`config.mk`:
```
export PLATFORM = sky130hd
export DESIGN_NAME = stack_calc_ctrl_flat
export DESIGN_NICKNAME = d
export VERILOG_FILES = /design/src/rtl/calc_pkg.sv /design/src/rtl/stack_calc_ctrl_if.sv /design/src/rtl/calc_alu.sv /design/src/rtl/stack_calc_ctrl.sv /design/src/flat_wrapper.sv
export SDC_FILE = /design/constraint.sdc
export NUM_CORES = 1
export LEC_CHECK = 0
export BUFFER_PORTS_ARGS = -buffer_cell sky130_fd_sc_hd__buf_2
export CORE_UTILIZATION = 45
export CTS_BUF_LIST = sky130_fd_sc_hd__clkbuf_8 sky130_fd_sc_hd__clkbuf_16
export CTS_CLUSTER_SIZE = 20
export DETAILED_ROUTE_END_ITERATION = 16
export PLACE_DENSITY = 0.69
export SLEW_MARGIN = 20
export SYNTH_ARGS = -nofsm -noshare
export SYNTH_HDL_FRONTEND = slang
export SYNTH_HIERARCHICAL = 1
export SYNTH_SLANG_ARGS = --single-unit
```
`constraint.sdc`:
```
create_clock -name clk -period 13.4 [get_ports clk]
set_input_delay 3.35 -clock clk [delete_from_list [all_inputs] [get_ports clk]]
set_output_delay 3.35 -clock clk [all_outputs]
set_load 0.02 [all_outputs]
```
`src/rtl/calc_pkg.sv`:
```
// Shared constants for the stack-calculator controller: opcodes, FSM
// state encodings and default datapath sizes.
package calc_pkg;

  localparam int CALC_WIDTH = 16;
  localparam int CALC_DEPTH = 8;

  localparam logic [2:0] OP_PUSH  = 3'd0;
  localparam logic [2:0] OP_POP   = 3'd1;
  localparam logic [2:0] OP_ADD   = 3'd2;
  localparam logic [2:0] OP_SUB   = 3'd3;
  localparam logic [2:0] OP_MUL   = 3'd4;
  localparam logic [2:0] OP_DUP   = 3'd5;
  localparam logic [2:0] OP_CLEAR = 3'd6;
  localparam logic [2:0] OP_RSVD  = 3'd7;

  localparam logic [1:0] ST_IDLE  = 2'd0;
  localparam logic [1:0] ST_FETCH = 2'd1;
  localparam logic [1:0] ST_EXEC  = 2'd2;
  localparam logic [1:0] ST_WRITE = 2'd3;

endpackage

```
`src/rtl/stack_calc_ctrl_if.sv`:
```
// Command channel from the keypad decoder into the stack controller.
// Handshake: a command transfers on the rising clk edge where
// cmd_valid && cmd_ready are both high; while cmd_valid is high and
// cmd_ready is low the producer holds cmd_op/cmd_data stable.
interface stack_calc_ctrl_if import calc_pkg::*; #(
  parameter int WIDTH = CALC_WIDTH
) ();
  logic             cmd_valid;
  logic             cmd_ready;
  logic [2:0]       cmd_op;
  logic [WIDTH-1:0] cmd_data;

  modport master (output cmd_valid, output cmd_op, output cmd_data, input cmd_ready);
  modport slave  (input cmd_valid, input cmd_op, input cmd_data, output cmd_ready);
endinterface

```
`src/rtl/calc_alu.sv`:
```
// Combinational arithmetic for the EXEC stage. All results wrap modulo
// 2^WIDTH; MUL keeps the low WIDTH bits of the product.
module calc_alu import calc_pkg::*; #(
  parameter int WIDTH = CALC_WIDTH
) (
  input  logic [WIDTH-1:0] a,
  input  logic [WIDTH-1:0] b,
  input  logic [2:0]       op,
  output logic [WIDTH-1:0] result
);

  // Select the arithmetic result for the latched opcode.
  always_comb begin
    result = '0;
    case (op)
      OP_ADD:  result = a + b;
      OP_SUB:  result = a - b;
      OP_MUL:  result = a * b;
      default: result = '0;
    endcase
  end

endmodule

```
`src/rtl/stack_calc_ctrl.sv`:
```
// Stack-calculator sequencing controller. Accepts commands, runs them
// through IDLE->FETCH->EXEC->WRITE and drives the display value.
// Build option CALC_FRAME_SYNC_EN: when defined, `numbers` only loads
// on frame_start; otherwise it tracks the shadow register directly.
module stack_calc_ctrl import calc_pkg::*; #(
  parameter int DEPTH = CALC_DEPTH,
  parameter int WIDTH = CALC_WIDTH,
  localparam int SPW = $clog2(DEPTH + 1),
  localparam int AW  = $clog2(DEPTH)
) (
  input  logic              clk,
  input  logic              reset,
  stack_calc_ctrl_if.slave  cmd,
  input  logic              frame_start,
  output logic [WIDTH-1:0]  numbers,
  output logic [SPW-1:0]    stack_count,
  output logic              error,
  output logic [1:0]        dbg_state
);

  logic [1:0]       state_q, state_d;
  logic [2:0]       op_q, op_d;
  logic [WIDTH-1:0] data_q, data_d;
  logic [WIDTH-1:0] a_q, a_d;
  logic [WIDTH-1:0] b_q, b_d;
  logic [WIDTH-1:0] res_q, res_d;
  logic [WIDTH-1:0] shadow_q, shadow_d;
  logic [WIDTH-1:0] numbers_q, numbers_d;
  logic [SPW-1:0]   sp_q, sp_d;
  logic             err_q, err_d;

  logic [WIDTH-1:0] stack_q [DEPTH];
  logic             we;
  logic [AW-1:0]    waddr;
  logic [WIDTH-1:0] wdata;

  logic             accept;
  logic             fault;
  logic [WIDTH-1:0] alu_res;
  logic [AW-1:0]    idx_top, idx_sec, idx_sp;

  assign cmd.cmd_ready = (state_q == ST_IDLE) && !reset;
  assign accept        = cmd.cmd_valid && cmd.cmd_ready;
  assign idx_top       = AW'(sp_q - SPW'(1));
  assign idx_sec       = AW'(sp_q - SPW'(2));
  assign idx_sp        = AW'(sp_q);

  calc_alu #(.WIDTH(WIDTH)) u_alu (
    .a      (a_q),
    .b      (b_q),
    .op     (op_q),
    .result (alu_res)
  );

  // Occupancy preconditions checked in FETCH; reserved opcode always faults.
  always_comb begin
    fault = 1'b0;
    case (op_q)
      OP_PUSH:                fault = (sp_q >= SPW'(DEPTH));
      OP_POP:                 fault = (sp_q == '0);
      OP_ADD, OP_SUB, OP_MUL: fault = (sp_q < SPW'(2));
      OP_DUP:                 fault = (sp_q == '0) || (sp_q >= SPW'(DEPTH));
      OP_CLEAR:               fault = 1'b0;
      OP_RSVD:                fault = 1'b1;
    endcase
  end

  // Command sequencing, operand fetch, stack pointer and shadow updates.
  always_comb begin
    state_d  = state_q;
    op_d     = op_q;
    data_d   = data_q;
    a_d      = a_q;
    b_d      = b_q;
    res_d    = res_q;
    sp_d     = sp_q;
    err_d    = err_q;
    shadow_d = shadow_q;
    we       = 1'b0;
    waddr    = idx_sp;
    wdata    = data_q;
    case (state_q)
      ST_IDLE: begin
        if (accept) begin
          op_d    = cmd.cmd_op;
          data_d  = cmd.cmd_data;
          state_d = ST_FETCH;
        end
      end
      ST_FETCH: begin
        b_d = stack_q[idx_top];
        a_d = stack_q[idx_sec];
        if (fault) begin
          err_d   = 1'b1;
          state_d = ST_IDLE;
        end else begin
          state_d = ST_EXEC;
        end
      end
      ST_EXEC: begin
        res_d   = alu_res;
        state_d = ST_WRITE;
      end
      ST_WRITE: begin
        state_d = ST_IDLE;
        case (op_q)
          OP_PUSH: begin
            we       = 1'b1;
            waddr    = idx_sp;
            wdata    = data_q;
            sp_d     = sp_q + SPW'(1);
            shadow_d = data_q;
          end
          OP_POP: begin
            sp_d     = sp_q - SPW'(1);
            // Entry below the old top (A) becomes the new top, if any.
            shadow_d = (sp_q == SPW'(1)) ? '0 : a_q;
          end
          OP_DUP: begin
            we       = 1'b1;
            waddr    = idx_sp;
            wdata    = b_q;
            sp_d     = sp_q + SPW'(1);
            shadow_d = b_q;
          end
          OP_CLEAR: begin
            sp_d     = '0;
            err_d    = 1'b0;
            shadow_d = '0;
          end
          default: begin
            // ADD/SUB/MUL: result replaces the two operands.
            we       = 1'b1;
            waddr    = idx_sec;
            wdata    = res_q;
            sp_d     = sp_q - SPW'(1);
            shadow_d = res_q;
          end
        endcase
      end
    endcase
  end

  // Display register source: frame-synchronised or free-running.
`ifdef CALC_FRAME_SYNC_EN
  always_comb begin
    numbers_d = frame_start ? shadow_q : numbers_q;
  end
`else
  logic unused_frame_start;
  assign unused_frame_start = frame_start;
  always_comb begin
    numbers_d = shadow_q;
  end
`endif

  // Control and datapath registers with synchronous reset.
  always_ff @(posedge clk) begin
    if (reset) begin
      state_q   <= ST_IDLE;
      op_q      <= OP_PUSH;
      data_q    <= '0;
      a_q       <= '0;
      b_q       <= '0;
      res_q     <= '0;
      sp_q      <= '0;
      err_q     <= 1'b0;
      shadow_q  <= '0;
      numbers_q <= '0;
    end else begin
      state_q   <= state_d;
      op_q      <= op_d;
      data_q    <= data_d;
      a_q       <= a_d;
      b_q       <= b_d;
      res_q     <= res_d;
      sp_q      <= sp_d;
      err_q     <= err_d;
      shadow_q  <= shadow_d;
      numbers_q <= numbers_d;
    end
  end

  // Stack storage; a reset in the WRITE cycle suppresses the write.
  always_ff @(posedge clk) begin
    if (we && !reset) begin
      stack_q[waddr] <= wdata;
    end
  end

  assign numbers     = numbers_q;
  assign stack_count = sp_q;
  assign error       = err_q;
  assign dbg_state   = state_q;

endmodule

```
`src/flat_wrapper.sv`:
```
// flat-port wrapper written by rule: the top's interface ports become plain ports
module stack_calc_ctrl_flat import calc_pkg::*;
#(
  parameter int DEPTH = CALC_DEPTH,
  parameter int WIDTH = CALC_WIDTH,
  localparam int SPW = $clog2(DEPTH + 1),
  localparam int AW  = $clog2(DEPTH)
)
  (clk, reset, frame_start, numbers, stack_count, error, dbg_state, cmd_cmd_valid, cmd_cmd_op, cmd_cmd_data, cmd_cmd_ready);
  stack_calc_ctrl_if #(.WIDTH(WIDTH)) cmd_i ();
  input  logic clk;
  input  logic reset;
  input  logic frame_start;
  output logic [WIDTH-1:0] numbers;
  output logic [SPW-1:0] stack_count;
  output logic error;
  output logic [1:0] dbg_state;
  input wire logic [$bits(cmd_i.cmd_valid)-1:0] cmd_cmd_valid;
  input wire logic [$bits(cmd_i.cmd_op)-1:0] cmd_cmd_op;
  input wire logic [$bits(cmd_i.cmd_data)-1:0] cmd_cmd_data;
  output wire logic [$bits(cmd_i.cmd_ready)-1:0] cmd_cmd_ready;
  assign cmd_i.cmd_valid = cmd_cmd_valid;
  assign cmd_i.cmd_op = cmd_cmd_op;
  assign cmd_i.cmd_data = cmd_cmd_data;
  assign cmd_cmd_ready = cmd_i.cmd_ready;
  stack_calc_ctrl #(.DEPTH(DEPTH), .WIDTH(WIDTH)) u_core (.clk(clk), .reset(reset), .cmd(cmd_i), .frame_start(frame_start), .numbers(numbers), .stack_count(stack_count), .error(error), .dbg_state(dbg_state));
endmodule
```
==> summary.txt <==
Clock tree
  – Depth of the CTS H-tree: 1
  – Post-CTS Resized: 0
  – Clk slew on worst S/H paths: 0.06 ns
  – Clock tree from TritonCTS: built
  – CTS Buf Count: 22
  – Post-CTS Setup Repair Bufs: 0
  – Worst-case clock buffer depth: 3
  – Root Buffer: clkbuf_16
  – CTS Sinks: 234
  – CTS hold repair buffers: 0
  – Worst-skew pair later-pin latency: 0.51 ns

Logic synthesis
  – Post-synth EDFFs: 128
  – Ys async rst share: 0%
  – Post-synthesis net count: 1639
  – Seq/Total Area, Yosys: 39.0%
  – Cell with the most instances after synthesis: nand2_1
  – Mean Syn Cell Area: 10.5 um^2
  – Synth top cells by count: nand2_1, edfxtp_1, inv_1, dfxtp_1, o21ai_0
  – Primary FF master, synth: edfxtp_1
  – Unique masters post-synth: 61
  – Synth top area share: 25.1%
  – Synth Cell Area: 15300 um^2
  – Yosys warns: 6
  – Mapped Cells: approximately 1500
  – Leading area contributor after synthesis: edfxtp_1
  – Yosys reg bits: 234
  – Synth top area cells: edfxtp_1, dfxtp_1, fa_1

STA
  – Clock skew: 0.00956 ns
  – F_max: 0.130 GHz
  – Final Hold Viols: 0
  – Setup TNS: 0 ns
  – Unrepaired setup endpoints after global routing: false
  – Max-slew violations: 0
  – Worst slew pin tran: 1.22 ns
  – Crit share post-route: 57.3%
  – Post-route minimum period: 7.68 ns
  – Count of final setup violators: 0
  – Worst relative slew slack: 17.8%

Global route
  – Pin count of the biggest net entering global routing: 63
  – GRT Util Overall: about 23%
  – Initial antenna violation count: 1
  – Vias in the first global route: 11100
  – Grt total ovfl: 0
  – First-pass GRT wire length: 62600 um

Final layout
  – Ant diodes: 0
  – Share of layout cells above drive strength 1: 13.2%
  – Finished Core Util: 49.8%
  – Finished Cell Area: 16700 um^2
  – Fillcell total: 3000
  – P&R area growth vs syn: 8.87%
  – Final net count: 1641

Place
  – Placed inst area: 15900 um^2
  – RePlAce Congestion: between 0.9 and 1
  – I/O Buffers: 45
  – Detailed placement HPWL: 26700 um

Detailed routing
  – Drt drc: 0
  – Wirelength, routed: around 40000 um
  – Post-detailed-route count of antenna-violating nets: 0
  – Post-DR wirelength/cell: 20.7 um
  – Vias per cell: 5.83
  – Total number of vias: approximately 11000
  – Detailed router's first-iteration violation count: 932
  – Pre-Repair DR Iteration Count: 5

Floorplanning
  – Die height: between 150 and 200 um
  – IO Count: 47
  – Die area: about 35000 um^2
  – Die W: 186 um
  – CORE AREA: between 30000 and 40000 um^2
  – Core Rows: 67
  – Starting density of the core: between 40 and 50%

Critical path
  – Required @ worst endpoint: 10.05 ns
  – Kind of critical path: primary input to primary output
  – R2r worst-path depth: 18
  – CP startpoint kind: primary input
  – Cell mode on critical path: buf_2
  – CP max stage delay: 0.52 ns
  – RR Startpoint: u_core/a_q[3]
  – FF-to-FF End: u_core/res_q[15]
  – CP cell instances: buf_2 -> buf_4 -> nor3_1 -> buf_2
  – CP arrival: 4.33 ns
  – Crit-path slowest cell: buf_4
  – Crit path from: reset
  – CP Max Fanout: 62
  – Setup slack, reg-to-reg: 7.26 ns
  – CP endpoint kind: primary output

Worst hold path
  – Hold wc startpoint: u_core/numbers_d[5]
  – Hold Crit Class: flop to flop
  – Worst Hold Depth: 1
  – Hold endpoint: u_core/numbers[5]

Power and ir drop
  – Static leakage: 6.27 nW
  – P per Cell Area: 108 nW/um^2
  – Max VDD drop: 0.114 mV

Outcome
  – Status: completed

Job
  – Max Cap Viol: 0
[worst max-delay path: cells and delay by family]
family / cells / cell delay, ns
and+or+nand+nor: 1 / 0.15
buffers and inverters: 3 / 0.79
[layout make-up]
type / count / area (um^2) / area share [%]
clock buffer: 26 / 628 / 3.77
inverter: 125 / 469 / 2.82
timing repair buffer: 75 / 450 / 2.70
multi-input combinational: 1007 / 8460 / 50.8
tap: 448 / 561 / 3.37
clock inverter: 13 / 111 / 0.669
sequential: 234 / 5970 / 35.9
[cells by family after synthesis]
logic type | after synthesis | share of synthesized area (%)
muxes | 65 | 9.50
DFF | 234 | 39.0
AOI/OAI and AO/OA | 312 | 12.6
buffers and inverters | 222 | 5.95
xor gates and xnor gates | 70 | 4.01
and+or+nand+nor | 407 | 12.4
adders and majority gates | 153 | 16.5
[where the power goes]
part | internal [mW] | leakage, nW | switching [mW]
Combinational | 0.142 | 3.89 | 0.212
Sequential | 0.772 | 2.00 | 0.0468
Clock | 0.372 | 0.379 | 0.260
Total | 1.29 | 6.27 | 0.518
[sequential cells by signal, summed over array words and instances, names as in the netlist, named ones only]
signal and cells:
u_core/b_q 16, u_core/stack_q 128, u_core/numbers_d 16, u_core/res_q 16, u_core/dbg_state 1, u_core/numbers 16
u_core/a_q 16, u_core/error 1, u_core/stack_count 4, u_core/op_q 3, u_core/data_q 16
[cells in the final DEF, fill, tap and decap left out, types with 4 or more instances in the layout]
cell / Yosys / final
nand2_1: 207 / 207
inv_1: 125 / 129
edfxtp_1: 128 / 128
dfxtp_1: 106 / 104
o21ai_0: 103 / 100
fa_1: 81 / 81
a21oi_1: 78 / 72
and2_1: 72 / 72
ha_1: 72 / 72
mux4_2: 64 / 64
nor2_1: 60 / 60
buf_2: 23 / 45
xnor2_1: 42 / 42
o22ai_1: 41 / 41
buf_4: 6 / 30
xor2_1: 28 / 28
clkbuf_16: 0 / 24
nor2b_1: 25 / 24
a221oi_1: 17 / 17
a22oi_1: 16 / 16
nor3_1: 12 / 10
a21o_1: 10 / 10
o211ai_1: 7 / 7
o21a_1: 7 / 7
nand2b_1: 7 / 7
a21oi_2: 0 / 6
o31ai_1: 6 / 6
o21ai_1: 2 / 5
a31oi_1: 4 / 4
o32ai_1: 4 / 4
[layer usage]
layer  wire [um]  vias to the layer above  global-route usage [%]
li1            -                     5105                       -
met1       16100                     5563                    30.0
met2       19100                      472                    38.6
met3        2850                      106                    2.33
met4        1980                        0                    10.8
met5           0                        -                       0
[metrics by stage]
stage	hold WS [ns]	total power, mW	std cells	setup slack (ns)
global placement	0.454	1.18	1889	5.75
floorplan	0.432	1.08	1463	6.01
CTS	0.467	1.81	1928	5.74
global route	0.476	1.88	1928	5.67
finish	0.470	1.80	1928	5.72
detailed placement	0.450	1.18	1889	5.74
[how the worst max path moves through the flow]
| stage | endpoint | slack (ns) | cells after the start |
|---|---|---|---|
| 6_report | cmd_cmd_ready | 5.72 | 4 |
| 5_1_grt | cmd_cmd_ready | 5.67 | 4 |
| 4_1_cts | cmd_cmd_ready | 5.74 | 4 |
| 3_5_place_dp | cmd_cmd_ready | 5.74 | 4 |
| 3_3_place_gp | cmd_cmd_ready | 5.75 | 4 |
| 2_1_floorplan | cmd_cmd_ready | 6.01 | 2 |
Power figures use the tool's default switching activity.
